**config.mk**
```make
export PLATFORM = sky130hd
export DESIGN_NAME = pla_vector_driver_flat
export DESIGN_NICKNAME = d
export VERILOG_FILES = /design/src/rtl/pla_vector_driver_if.sv /design/src/rtl/pla_vector_driver.sv /design/src/flat_wrapper.sv
export SDC_FILE = /design/constraint.sdc
export NUM_CORES = 1
export LEC_CHECK = 0
export BUFFER_PORTS_ARGS = -buffer_cell sky130_fd_sc_hd__buf_2
export CORE_MARGIN = 5
export CORE_UTILIZATION = 55
export DETAILED_ROUTE_END_ITERATION = 10
export GPL_TIMING_DRIVEN = 0
export PLACE_DENSITY = 0.79
export SLEW_MARGIN = 20
export SYNTH_ARGS = -nofsm -noshare
export SYNTH_HDL_FRONTEND = slang
export SYNTH_SLANG_ARGS = --single-unit
```
**constraint.sdc**
```tcl
create_clock -name clk -period 2.9 [get_ports clk]
set_clock_uncertainty 0.1 [all_clocks]
set_input_delay 0.29 -clock clk [delete_from_list [all_inputs] [get_ports clk]]
set_output_delay 0.29 -clock clk [all_outputs]
set_load 0.01 [all_outputs]
```
**src/rtl/pla_vector_driver_if.sv**
```systemverilog
// Stimulus/response bus between the exhaustive PLA sweep driver and the
// function under test, plus the compacted result outputs.
interface pla_vector_driver_if #(
    parameter int N_IN = 12
);
    logic            start;
    logic            hold;
    logic [N_IN-1:0] x;
    logic            x_valid;
    logic            y_in;
    logic            busy;
    logic            done;
    logic [N_IN:0]   onset_count;
    logic [15:0]     signature;

    // Driver side: issues vectors, samples y_in, reports results.
    modport master (
        input  start, hold, y_in,
        output x, x_valid, busy, done, onset_count, signature
    );

    // Controller / function-under-test side.
    modport slave (
        output start, hold, y_in,
        input  x, x_valid, busy, done, onset_count, signature
    );
endinterface

```
**src/rtl/pla_vector_driver.sv**
```systemverilog
// Walks every N_IN-bit minterm onto x, samples y_in LAT cycles later and
// compacts the responses into an onset count and a 16-bit MISR signature.
module pla_vector_driver #(
    parameter int N_IN = 12,
    parameter int LAT  = 0
) (
    input  logic                clk,
    input  logic                rst_n,
    pla_vector_driver_if.master bus
);
    localparam int SRW = (LAT > 0) ? LAT : 1;
    localparam logic [N_IN:0] LAST_CNT = {1'b1, {N_IN{1'b0}}};
    localparam logic [N_IN:0] ONE_CNT  = {{N_IN{1'b0}}, 1'b1};

    typedef enum logic [1:0] {
        IDLE  = 2'd0,
        RUN   = 2'd1,
        DRAIN = 2'd2,
        DONE  = 2'd3
    } state_t;

    state_t          state_r, state_nxt_s;
    logic [N_IN:0]   cnt_r;
    logic [N_IN:0]   issue_vec_s;
    logic [N_IN-1:0] x_r;
    logic            x_valid_r;
    logic [SRW-1:0]  sr_r, sr_nxt_s;
    logic            busy_r, done_r;
    logic [N_IN:0]   onset_r;
    logic [15:0]     sig_r;
    logic            issue_s, clear_s, sample_s;

    // MISR step, feedback polynomial x^16+x^5+x^3+x^2+1.
    function automatic logic [15:0] misr_step(input logic [15:0] s, input logic y);
        return {s[14:0], 1'b0} ^ (s[15] ? 16'h002D : 16'h0000) ^ {15'b0, y};
    endfunction

    // Valid tracking: tail of the LAT-deep pipe (or x_valid itself) marks a sample.
    always_comb begin
        sr_nxt_s = (sr_r << 1) | SRW'(x_valid_r);
        if (LAT == 0) begin
            sample_s = x_valid_r;
        end else begin
            sample_s = sr_r[SRW-1];
        end
    end

    // Next-state and issue decision; cnt_r == LAST_CNT means every vector is out.
    always_comb begin
        state_nxt_s = state_r;
        issue_s     = 1'b0;
        clear_s     = 1'b0;
        case (state_r)
            IDLE: begin
                if (bus.start) begin
                    state_nxt_s = RUN;
                    issue_s     = 1'b1;
                    clear_s     = 1'b1;
                end else begin
                    state_nxt_s = IDLE;
                end
            end
            RUN: begin
                if (cnt_r == LAST_CNT) begin
                    state_nxt_s = (LAT == 0) ? DONE : DRAIN;
                end else if (!bus.hold) begin
                    issue_s = 1'b1;
                end else begin
                    issue_s = 1'b0;
                end
            end
            DRAIN: begin
                if (sr_nxt_s == '0) begin
                    state_nxt_s = DONE;
                end else begin
                    state_nxt_s = DRAIN;
                end
            end
            DONE:    state_nxt_s = IDLE;
            default: state_nxt_s = IDLE;
        endcase
        issue_vec_s = clear_s ? '0 : cnt_r;
    end

    // Sequencer registers: state, vector counter, x/x_valid, valid pipe, flags.
    always_ff @(posedge clk or negedge rst_n) begin
        if (!rst_n) begin
            state_r   <= IDLE;
            cnt_r     <= '0;
            x_r       <= '0;
            x_valid_r <= 1'b0;
            sr_r      <= '0;
            busy_r    <= 1'b0;
            done_r    <= 1'b0;
        end else begin
            state_r   <= state_nxt_s;
            x_valid_r <= issue_s;
            sr_r      <= sr_nxt_s;
            busy_r    <= (state_nxt_s == RUN) || (state_nxt_s == DRAIN);
            done_r    <= (state_nxt_s == DONE);
            if (issue_s) begin
                x_r   <= issue_vec_s[N_IN-1:0];
                cnt_r <= issue_vec_s + ONE_CNT;
            end else if (state_nxt_s == IDLE) begin
                x_r   <= '0;
                cnt_r <= cnt_r;
            end else begin
                x_r   <= x_r;
                cnt_r <= cnt_r;
            end
        end
    end

    // Response compaction; results hold after a sweep until the next start.
    always_ff @(posedge clk or negedge rst_n) begin
        if (!rst_n) begin
            onset_r <= '0;
            sig_r   <= 16'h0000;
        end else if (clear_s) begin
            onset_r <= '0;
            sig_r   <= 16'h0000;
        end else if (sample_s) begin
            onset_r <= onset_r + {{N_IN{1'b0}}, bus.y_in};
            sig_r   <= misr_step(sig_r, bus.y_in);
        end else begin
            onset_r <= onset_r;
            sig_r   <= sig_r;
        end
    end

    assign bus.x           = x_r;
    assign bus.x_valid     = x_valid_r;
    assign bus.busy        = busy_r;
    assign bus.done        = done_r;
    assign bus.onset_count = onset_r;
    assign bus.signature   = sig_r;
endmodule

```
**src/flat_wrapper.sv**
```systemverilog
// flat-port wrapper written by rule: the top's interface ports become plain ports
module pla_vector_driver_flat 
#(
    parameter int N_IN = 12,
    parameter int LAT  = 0
)
  (clk, rst_n, bus_start, bus_hold, bus_y_in, bus_x, bus_x_valid, bus_busy, bus_done, bus_onset_count, bus_signature);
  pla_vector_driver_if #(.N_IN(N_IN)) bus_i ();
  input  logic clk;
  input  logic rst_n;
  input wire logic [$bits(bus_i.start)-1:0] bus_start;
  input wire logic [$bits(bus_i.hold)-1:0] bus_hold;
  input wire logic [$bits(bus_i.y_in)-1:0] bus_y_in;
  output wire logic [$bits(bus_i.x)-1:0] bus_x;
  output wire logic [$bits(bus_i.x_valid)-1:0] bus_x_valid;
  output wire logic [$bits(bus_i.busy)-1:0] bus_busy;
  output wire logic [$bits(bus_i.done)-1:0] bus_done;
  output wire logic [$bits(bus_i.onset_count)-1:0] bus_onset_count;
  output wire logic [$bits(bus_i.signature)-1:0] bus_signature;
  assign bus_i.start = bus_start;
  assign bus_i.hold = bus_hold;
  assign bus_i.y_in = bus_y_in;
  assign bus_x = bus_i.x;
  assign bus_x_valid = bus_i.x_valid;
  assign bus_busy = bus_i.busy;
  assign bus_done = bus_i.done;
  assign bus_onset_count = bus_i.onset_count;
  assign bus_signature = bus_i.signature;
  pla_vector_driver #(.N_IN(N_IN), .LAT(LAT)) u_core (.clk(clk), .rst_n(rst_n), .bus(bus_i));
endmodule
```
Word-level counts from Yosys, hierarchy flattened
Index checks and enable logic that the tools add are counted.

Flip-flop bits (word level): 59. Bits of input ports: 5. Output and inout bits: 44. Word-level logic and storage cells: 41.

Reduce and logical (&&, ||, !) cells: 5. Add/sub/neg operators: 2. Bitwise logic cells: 2. Muxes and demuxes: 17. Equal/unequal tests: 7.

Operator list (count): 2-to-1 mux 13 bit (3); 2-to-1 mux 16 bit (2); 2-to-1 mux 12 bit (2); XOR 16 x 1 -> 16 bit (1); XOR 16 bit (1); adder 13 x 1 -> 13 bit (1); adder 13 x 1 -> 13 bit (second input constant) (1); == test 13 bit (second input constant) (1); == test 2 bit (second input constant) (4); one-hot mux 2 bit (4 select lines) (1); 2-to-1 mux 1 bit (6); 2-to-1 mux 6 bit (1); == test 2 x 1 -> 1 bit (second input constant) (2); zero test 2 bit (2); nonzero test 2 bit (2); 2-to-1 mux 2 bit (1); one-hot mux 1 bit (2 select lines) (1); logical OR 1 bit (1).

Longest topological paths before layout
Gate-level depths: netlist (run 1).

Depth in word-level cells: 6. Depth in mapped cells: 10. Gate-level depth less buffers: 7.

Least setup slack after synthesis (run 1)
No wires, ideal clock.

Path kind: register to register. From: register u_core.state_r[1]. To: register u_core.cnt_r[2]. Data required time: 2.672 ns. Setup slack: 0.705 ns. Path buffers: 3. Arrival: 1.967 ns. Cell stages (with the launch flop): 11. Clock period less this slack: 2.195 ns. Library setup time: 0.128 ns. Cell sequence: dfrtp_1 buf_2 or3b_2 clkbuf_1 buf_6 and2_1 ha_1 inv_1 nor2_1 a31oi_1 o31ai_1.

Cells in the longest elaborated chain, start to end: 4. Elaborated cells between the ends (all ways): 6. Those cells by class: 1 x add/sub; 1 x eq/ne; 3 x mux; 1 x reduce/logical.

Ends and longest elaborated chain: from (decl) (line pla_vector_driver.sv:22) `state_t state_r, state_nxt_s;`; from (signal assigned) (line pla_vector_driver.sv:96) `state_r <= state_nxt_s;`; zero test 2 bit (line pla_vector_driver.sv:53) `case (state_r)`; 2-to-1 mux 1 bit (line pla_vector_driver.sv:53); 2-to-1 mux 13 bit (line pla_vector_driver.sv:82) `issue_vec_s = clear_s ? '0 : cnt_r;`; adder 13 x 1 -> 13 bit (line pla_vector_driver.sv:103) `cnt_r <= issue_vec_s + ONE_CNT;`; to (signal assigned) (line pla_vector_driver.sv:103); to (signal assigned) (line pla_vector_driver.sv:106) `cnt_r <= cnt_r;`; to (signal assigned) (line pla_vector_driver.sv:109) `cnt_r <= cnt_r;`; to (decl) (line pla_vector_driver.sv:23) `logic [N_IN:0] cnt_r;`.

Several ways; a longest one is shown, not always the timed one. A chain may end at the register's enable or synchronous reset.

Worst setup path after layout (run 1)
Ends and elaborated chain as after synthesis.

==> results of run 1 <==
[how the worst max path moves through the flow]
stage                                 start                to  slack (ns)  cells after the start
after floorplan           u_core.state_r[1]   u_core.cnt_r[2]        0.71                     10
after global placement    u_core.state_r[1]   u_core.cnt_r[2]        0.53                     10
after detailed placement    u_core.cnt_r[7]  u_core.bus.x[11]        0.47                      8
after CTS                   u_core.cnt_r[7]  u_core.bus.x[11]        0.44                      8
after global routing        u_core.cnt_r[7]   u_core.bus.x[5]        0.17                      8
final                     u_core.state_r[1]   u_core.cnt_r[2]        0.46                     10
[power breakdown]
part / internal (mW) / switching [mW]
clock network: 0.530 / 0.319
registers: 1.04 / 0.224
logic: 0.333 / 0.403
total: 1.91 / 0.946
[final cells by class]
cell class              instances  area share, %
clock inverters                 4           2.16
inverters                       4          0.446
flip-flops and latches         59           43.9
plain buffers                  16           2.71
well taps                      70           2.60
multi-input cells             189           36.1
clock buffers                  12           4.61
repair buffers                 49           7.51
[logic make-up (layout without fill, tap and decap cells)]
| family | Yosys count | count (layout) | share of synthesized area, % |
|---|---|---|---|
| fa+ha+maj | 4 | 4 | 1.79 |
| flops | 59 | 59 | 52.8 |
| xor+xnor | 17 | 17 | 5.32 |
| mux | 19 | 19 | 6.80 |
| buf+inv | 20 | 85 | 3.80 |
| simple gates | 119 | 119 | 23.0 |
| compound gates | 30 | 30 | 6.53 |
[worst min-delay path, stage by stage]
cell	delay (ns)
buf_2	0.11
xnor2_1	0.11
a211oi_1	0.06
[cells in the mapped netlist, drive strengths merged (2+ instances only)]
cell / count / share of area (%)
dfrtp: 59 / 53
nor2: 38 / 5.1
nand2: 21 / 2.8
mux2i: 19 / 6.8
o21ai: 15 / 2.7
nand3: 13 / 2.3
buf: 10 / 2.5
nand3b: 10 / 2.7
xor2: 10 / 3.1
nand4: 8 / 2.3
xnor2: 7 / 2.2
clkbuf: 6 / 0.81
a211oi: 4 / 1.1
and4: 4 / 1.3
ha: 4 / 1.8
inv: 4 / 0.54
nand2b: 4 / 0.89
nor3: 4 / 0.72
nor4: 4 / 0.89
a21oi: 3 / 0.54
nor3b: 3 / 1.4
o31ai: 3 / 0.81
and2: 2 / 0.45
and3: 2 / 0.45
or3: 2 / 0.45
[flip-flops by register name, indices dropped and copies added, names as in the netlist]
name / cells
u_core.bus.busy: 1
u_core.bus.done: 1
u_core.bus.onset_count: 13
u_core.bus.signature: 16
u_core.bus.x: 12
u_core.bus.x_valid: 1
u_core.cnt_r: 13
u_core.state_r: 2
[per-stage QoR]
step	hold slack (ns)	worst slack [ns]
after floorplan	-0.106	0.705
after global placement	0.360	0.525
after detailed placement	0.297	0.465
after CTS	0.171	0.442
after global routing	0.206	0.175
final	0.183	0.457
[placed cells by master (no fill, tap or decap), types with 7 or more instances in the layout]
cell type and n:
xnor2_1 7, buf_2 51, mux2i_1 19, clkbuf_1 7, nand2_1 21, xor2_1 10
clkbuf_8 11, nand3b_1 10, nand4_1 7, nand3_1 13, nor2_1 38, dfrtp_1 59
o21ai_0 12
[timing repair]
| action | in CTS | in global routing |
|---|---|---|
| setup buffers | 0 | 0 |
| hold buffers | 1 | 0 |
| hold endpoints to repair | 59 | 0 |
[layer usage]
layer | vias to the layer above | GRT usage (%)
li1 | 1051 | -
met1 | 1038 | 28.4
met2 | 66 | 32.6
met3 | 10 | 4.77
met4 | 0 | 9.80
met5 | - | 0
==> impl_results.rst, run 1 <==
.. list-table::
   :header-rows: 1

   * - Metric
     - Value
   * - Worst Setup Path Type
     - reg2reg
   * - Capturing point of the worst reg2reg path
     - u_core.cnt_r[2]
   * - Top Ports
     - 49
   * - Root cell of the clock tree
     - clkbuf_8
   * - Top routing layer used
     - met4
   * - Number of global-route vias before repair
     - 2205
   * - Die Footprint
     - 6610 um2
   * - Via-to-Cell Ratio
     - 5.37
   * - R2R Setup Slk
     - 0.46 ns
   * - Transition time of the tightest slew-check pin
     - 0.740 ns
   * - Routed met1 length
     - 2.79 mm
   * - Pleak
     - 1.59 nW
   * - Total Negative Setup Slacks
     - 0 ns
   * - Insertion delay of the later-clocked pin in the worst-skew pair
     - 0.33 ns
   * - Required time at the endpoint of the critical path
     - 3.01 ns
   * - First-pass detailed-route iteration total
     - 4
   * - Initial core utilization
     - 55.8%
   * - TritonCTS clock tree
     - done
   * - Layout cells sized above 1
     - 23.1%
   * - Antenna diode instance count
     - 0
   * - Gate count of the mapped netlist
     - 268
   * - Delay of the slowest cell on the worst path
     - 0.46 ns
   * - Number of resized instances in the post-cts repair step
     - 0
   * - Number of buffers added on ports
     - 48
   * - FFs w/ async S/R, synth
     - 100%
   * - Avg Synthesized Cell Area
     - 10.4 um2
   * - CP Data Arrival Time
     - 2.55 ns
   * - Number of cell rows
     - 26
   * - Power density cells
     - 848 nW/um2
   * - Endpoint with the worst hold slack
     - u_core.bus.signature[0]
   * - Highest clock rate
     - 0.409 GHz
   * - GRT Overall Usage
     - 21.2%
   * - Area of all placed cells without fillers
     - 3360 um2
   * - Worst reg2reg startpoint
     - u_core.state_r[1]
   * - Placed cell areas
     - 3130 um2
   * - Hold/Removal Path Class
     - in2reg
   * - Area of the placeable core
     - 5010 um2
   * - Maximum number of pins on one net before global-route repair
     - 60
   * - Clk sinks
     - 59
   * - Worst setup EP type
     - register
   * - Post-synthesis register bit count
     - 59
   * - Synthesized net count
     - 277
   * - Critical Path Source Type
     - register
   * - Worst path slowest cell
     - or3b_2
   * - Horizontal extent of the die
     - 81.3 um
   * - Number of cells traversed by the worst hold path
     - 3
   * - Clock period minus worst slack
     - 2.44 ns
   * - Fraction of the yosys area taken by sequential cells
     - 52.8%
   * - Number of filler cells placed in the layout
     - 417
   * - Crit-path max FO
     - 10
   * - Main flop type after synthesis
     - dfrtp_1
   * - FF+latch area
     - 1480 um2
   * - Max-slew violation count
     - 0
   * - Global-route congestion overflow total
     - 0
   * - Vert. Die Dim
     - 81.3 um
   * - RSZ-0062 raised after global routing
     - no
   * - Max-Slew Margin vs Limit
     - 50.7%
   * - Met3 WL post-DR
     - 349 um
   * - Combined area of the multi-input logic cells
     - 1210 um2
   * - Placed Cells
     - 386
   * - Top Family by Delay on Critical Path
     - buffers and inverters
   * - Global placer's final weighted congestion
     - 0.865
   * - Yosys warnings
     - 0
   * - HPWL Detailed
     - 4.23 mm
   * - Max Root-Sink Buffers
     - 2
   * - First DRT Iteration DRCs
     - 199
   * - Setup violation total in the final timing report
     - 0
   * - Post-route core utilization
     - 67.2%
   * - Antenna violation net count after detailed routing
     - 0
   * - Depth of the worst register-to-register path
     - 10
   * - Run status
     - complete, no violations
   * - Vias after detailed routing
     - 2165
   * - Final count of hold timing violations
     - 0
   * - Overall Power
     - 2.85 mW
   * - Number of antenna violations at the first check in global routing
     - 0
   * - Number of buffers and inverters on the critical path
     - 4
   * - Peak VDD IR
     - 599 uV
   * - CP Cell Sequence
     - buf_2, or3b_2, clkbuf_1, buf_6, and2_1, ha_1, inv_1, nor2_1, a31oi_1, o31ai_1
   * - First-pass GRT wire length
     - 10.6 mm
   * - EDFF count, synth
     - 0
   * - Detailed-route wire length per cell
     - 15.2 um
   * - Non-filler instance count after layout
     - 403
   * - Post-synthesis instance area
     - 2800 um2
   * - Fin nets
     - 337
   * - Area added between synthesis and finish
     - 20.3%
   * - H-tree level count
     - 3
   * - Max-cap violation count
     - 0
   * - Detailed-route wire length
     - 6.13 mm
   * - TritonCTS Buffers
     - 9
   * - Detailed route wirelength on metal2
     - 2.91 mm
   * - Post-CTS clock slew at the launch and capture registers of the worst setup and hold paths
     - 0.07 ns
   * - Synth cell types
     - 42
   * - Hold Path Origin
     - bus_y_in
   * - Tcrit/Tclk final
     - 84.2%
   * - Remaining DRCs
     - 0
(Power assumes the default switching activity.)
==> run 2: changes to the inputs <==
- CORE_UTILIZATION: 55 -> 50
- PLACE_DENSITY: 0.79 -> 0.75
- clock period: 2.9 -> 2.1 ns (I/O delays scaled with it)
==> impl_results.rst, run 2 (synthesized netlist as in run 1, its figures left out) <==
.. list-table::
   :header-rows: 1

   * - Metric
     - Value
   * - Number of antenna violations at the first check in global routing
     - 0 (unchanged)
   * - Detailed-route wire length
     - 6.32 mm (was 6.13 mm)
   * - Fraction of power spent switching nets
     - 35.5% (was 33.2%)
   * - First DRT Iteration DRCs
     - 214 (was 199)
   * - Top Ports
     - 49 (unchanged)
   * - Fraction of power consumed by the clock network
     - 26.5% (was 29.7%)
   * - Clk sinks
     - 59 (unchanged)
   * - Required time at the endpoint of the critical path
     - 2.27 ns (was 3.01 ns)
   * - Power share of the sequential group
     - 44.6% (was 44.4%)
   * - Antenna violation net count after detailed routing
     - 0 (unchanged)
   * - Combined area of the multi-input logic cells
     - 1270 um2 (was 1210 um2)
   * - Highest clock rate
     - 0.501 GHz (was 0.409 GHz)
   * - Most used cells in the layout excluding fill and tap cells
     - dfrtp_1, buf_2, nor2_1 (unchanged)
   * - Root cell of the clock tree
     - clkbuf_8 (unchanged)
   * - Net load switching power
     - 1.39 mW (was 946 uW)
   * - CP Data Arrival Time
     - 2.16 ns (was 2.55 ns)
   * - Global-route congestion overflow total
     - 0 (unchanged)
   * - Global placer's final weighted congestion
     - 0.860 (was 0.865)
   * - Max Root-Sink Buffers
     - 2 (unchanged)
   * - Max-slew violation count
     - 0 (unchanged)
   * - Most common cell after layout, fill and taps aside
     - dfrtp_1 (unchanged)
   * - Critical Path Source Type
     - register (unchanged)
   * - Maximum number of pins on one net before global-route repair
     - 60 (unchanged)
   * - First-pass detailed-route iteration total
     - 5 (was 4)
   * - Max-Slew Margin vs Limit
     - 51.6% (was 50.7%)
   * - Via-to-Cell Ratio
     - 5.45 (was 5.37)
   * - Area of the placeable core
     - 5470 um2 (was 5010 um2)
   * - Area of all placed cells without fillers
     - 3480 um2 (was 3360 um2)
   * - H-tree level count
     - 3 (unchanged)
   * - HPWL Detailed
     - 4.17 mm (was 4.23 mm)
   * - Transition time of the tightest slew-check pin
     - 0.726 ns (was 0.740 ns)
   * - Clock period minus worst slack
     - 1.99 ns (was 2.44 ns)
   * - Max-cap violation count
     - 0 (unchanged)
   * - Fin nets
     - 345 (was 337)
   * - Worst Setup Path Type
     - reg2reg (unchanged)
   * - Antenna diode instance count
     - 0 (unchanged)
   * - Post-route core utilization
     - 63.5% (was 67.2%)
   * - Largest register FFs
     - 16 (unchanged)
   * - Setup violation total in the final timing report
     - 0 (unchanged)
   * - Post-CTS clock slew at the launch and capture registers of the worst setup and hold paths
     - 0.07 ns (about the same)
   * - Hold/Removal Path Class
     - in2reg (unchanged)
   * - Final count of hold timing violations
     - 0 (unchanged)
   * - Remaining DRCs
     - 0 (unchanged)
   * - Layout cells sized above 1
     - 29.3% (was 23.1%)
   * - Worst setup EP type
     - register (unchanged)
   * - Vert. Die Dim
     - 84.8 um (was 81.3 um)
   * - Pleak
     - 1.63 nW (was 1.59 nW)
   * - Placed cell areas
     - 3150 um2 (was 3130 um2)
   * - Cell-internal power
     - 2.53 mW (was 1.91 mW)
   * - Peak VDD IR
     - 785 uV (was 599 uV)
   * - Power density cells
     - 1130 nW/um2 (was 848 nW/um2)
   * - Number of global-route vias before repair
     - 2217 (was 2205)
   * - GRT Overall Usage
     - 18.9% (was 21.2%)
   * - Tcrit/Tclk final
     - 95.0% (was 84.2%)
   * - TritonCTS Buffers
     - 9 (unchanged)
   * - FF+latch area
     - 1480 um2 (about the same)
   * - Number of filler cells placed in the layout
     - 479 (was 417)
   * - Insertion delay of the later-clocked pin in the worst-skew pair
     - 0.35 ns (was 0.33 ns)
   * - First-pass GRT wire length
     - 10.7 mm (was 10.6 mm)
   * - TritonCTS clock tree
     - done (unchanged)
   * - Number of cell rows
     - 27 (was 26)
   * - Area added between synthesis and finish
     - 24.3% (was 20.3%)
   * - Horizontal extent of the die
     - 84.8 um (was 81.3 um)
   * - Number of buffers added on ports
     - 48 (unchanged)
   * - Detailed-route wire length per cell
     - 15.3 um (was 15.2 um)
   * - Vias after detailed routing
     - 2249 (was 2165)
   * - Proportion of power drawn by combinational gates
     - 28.9% (was 25.8%)
   * - Crit-path max FO
     - 10 (unchanged)
   * - Run status
     - complete, no violations (unchanged)
   * - Initial core utilization
     - 51.1% (was 55.8%)
   * - Die Footprint
     - 7190 um2 (was 6610 um2)
==> run 2: cell types whose count changed in the layout (fill, tap and decap cells not counted), sizes merged <==
cell,before,now
buf,58,68
bufinv,2,1
clkinv,1,3
inv,4,5
clkinvlp,1,2
clkbuf,18,13
==> run 2: what timing repair did <==
item / CTS / global route
hold buffers: 1 / 0
cloned: 0 / 0
resized for setup: 13 / 8
setup endpoints to repair: 19 / 16
endpoints found under the hold margin: 59 / 0
pin swaps: 0 / 3
buffers inserted: 4 / 6
==> run 2: final timing paths <==
check,end,from,slack [ns],cells after the start
max in group asynchronous,u_core.cnt_r[7],rst_n,0.98,2
worst min-delay path,u_core.bus.signature[0],bus_y_in,0.09,3
worst max register to register,u_core.bus.x[3],u_core.cnt_r[6],0.11,8
worst max-delay path,u_core.bus.x[3],u_core.cnt_r[6],0.11,8
min in group asynchronous,u_core.bus.signature[10],rst_n,0.38,2
worst min register to register,u_core.cnt_r[12],u_core.cnt_r[12],0.40,1
==> run 2: per-stage QoR <==
stage	instances	total power [mW]	hold WS (ns)	setup TNS, ns	setup WS (ns)
final	413	3.92	0.0948	0	0.105
after global routing	413	4.20	0.103	-0.0382	-0.0278
after CTS	408	3.91	0.0767	0	0.0348
after detailed placement	388	2.79	0.223	-3.00	-0.279
after global placement	388	2.74	0.367	-2.18	-0.211
after floorplan	268	2.34	-0.186	0	0.00476
==> run 2: worst max-delay path, stage by stage (launching register included) <==
cell and delay [ns]:
dfrtp_2 0.43, nor4_4 0.29, and4_1 0.21, buf_4 0.14, a21boi_2 0.08, ha_2 0.20, buf_4 0.17, nand3b_1 0.15
o21ai_0 0.15
==> run 2: area by class of cell <==
class	count	area share, %
buffer	14	2.59
clock buffer	9	3.56
clock inverter	7	2.20
inverter	4	0.504
multi-input combinational	189	36.5
sequential	59	42.7
tap	72	2.59
timing repair buffer	59	9.43
==> run 2: per-layer routing <==
layer	vias to the layer above	share of wire, %	GRT usage (%)
met3	12	5.1	5.30
met4	0	1.7	8.92
met2	51	48	29.1
met5	-	0	0
li1	1071	-	-
met1	1115	45	24.6
==> run 2: power groups by stage <==
stage	Clock (mW)	Sequential, mW	Combinational [mW]
after global placement	0	1.75	0.982
after global routing	1.13	1.80	1.26
after CTS	1.06	1.74	1.11
final	1.04	1.75	1.13
after floorplan	0	1.83	0.509
after detailed placement	0	1.77	1.02
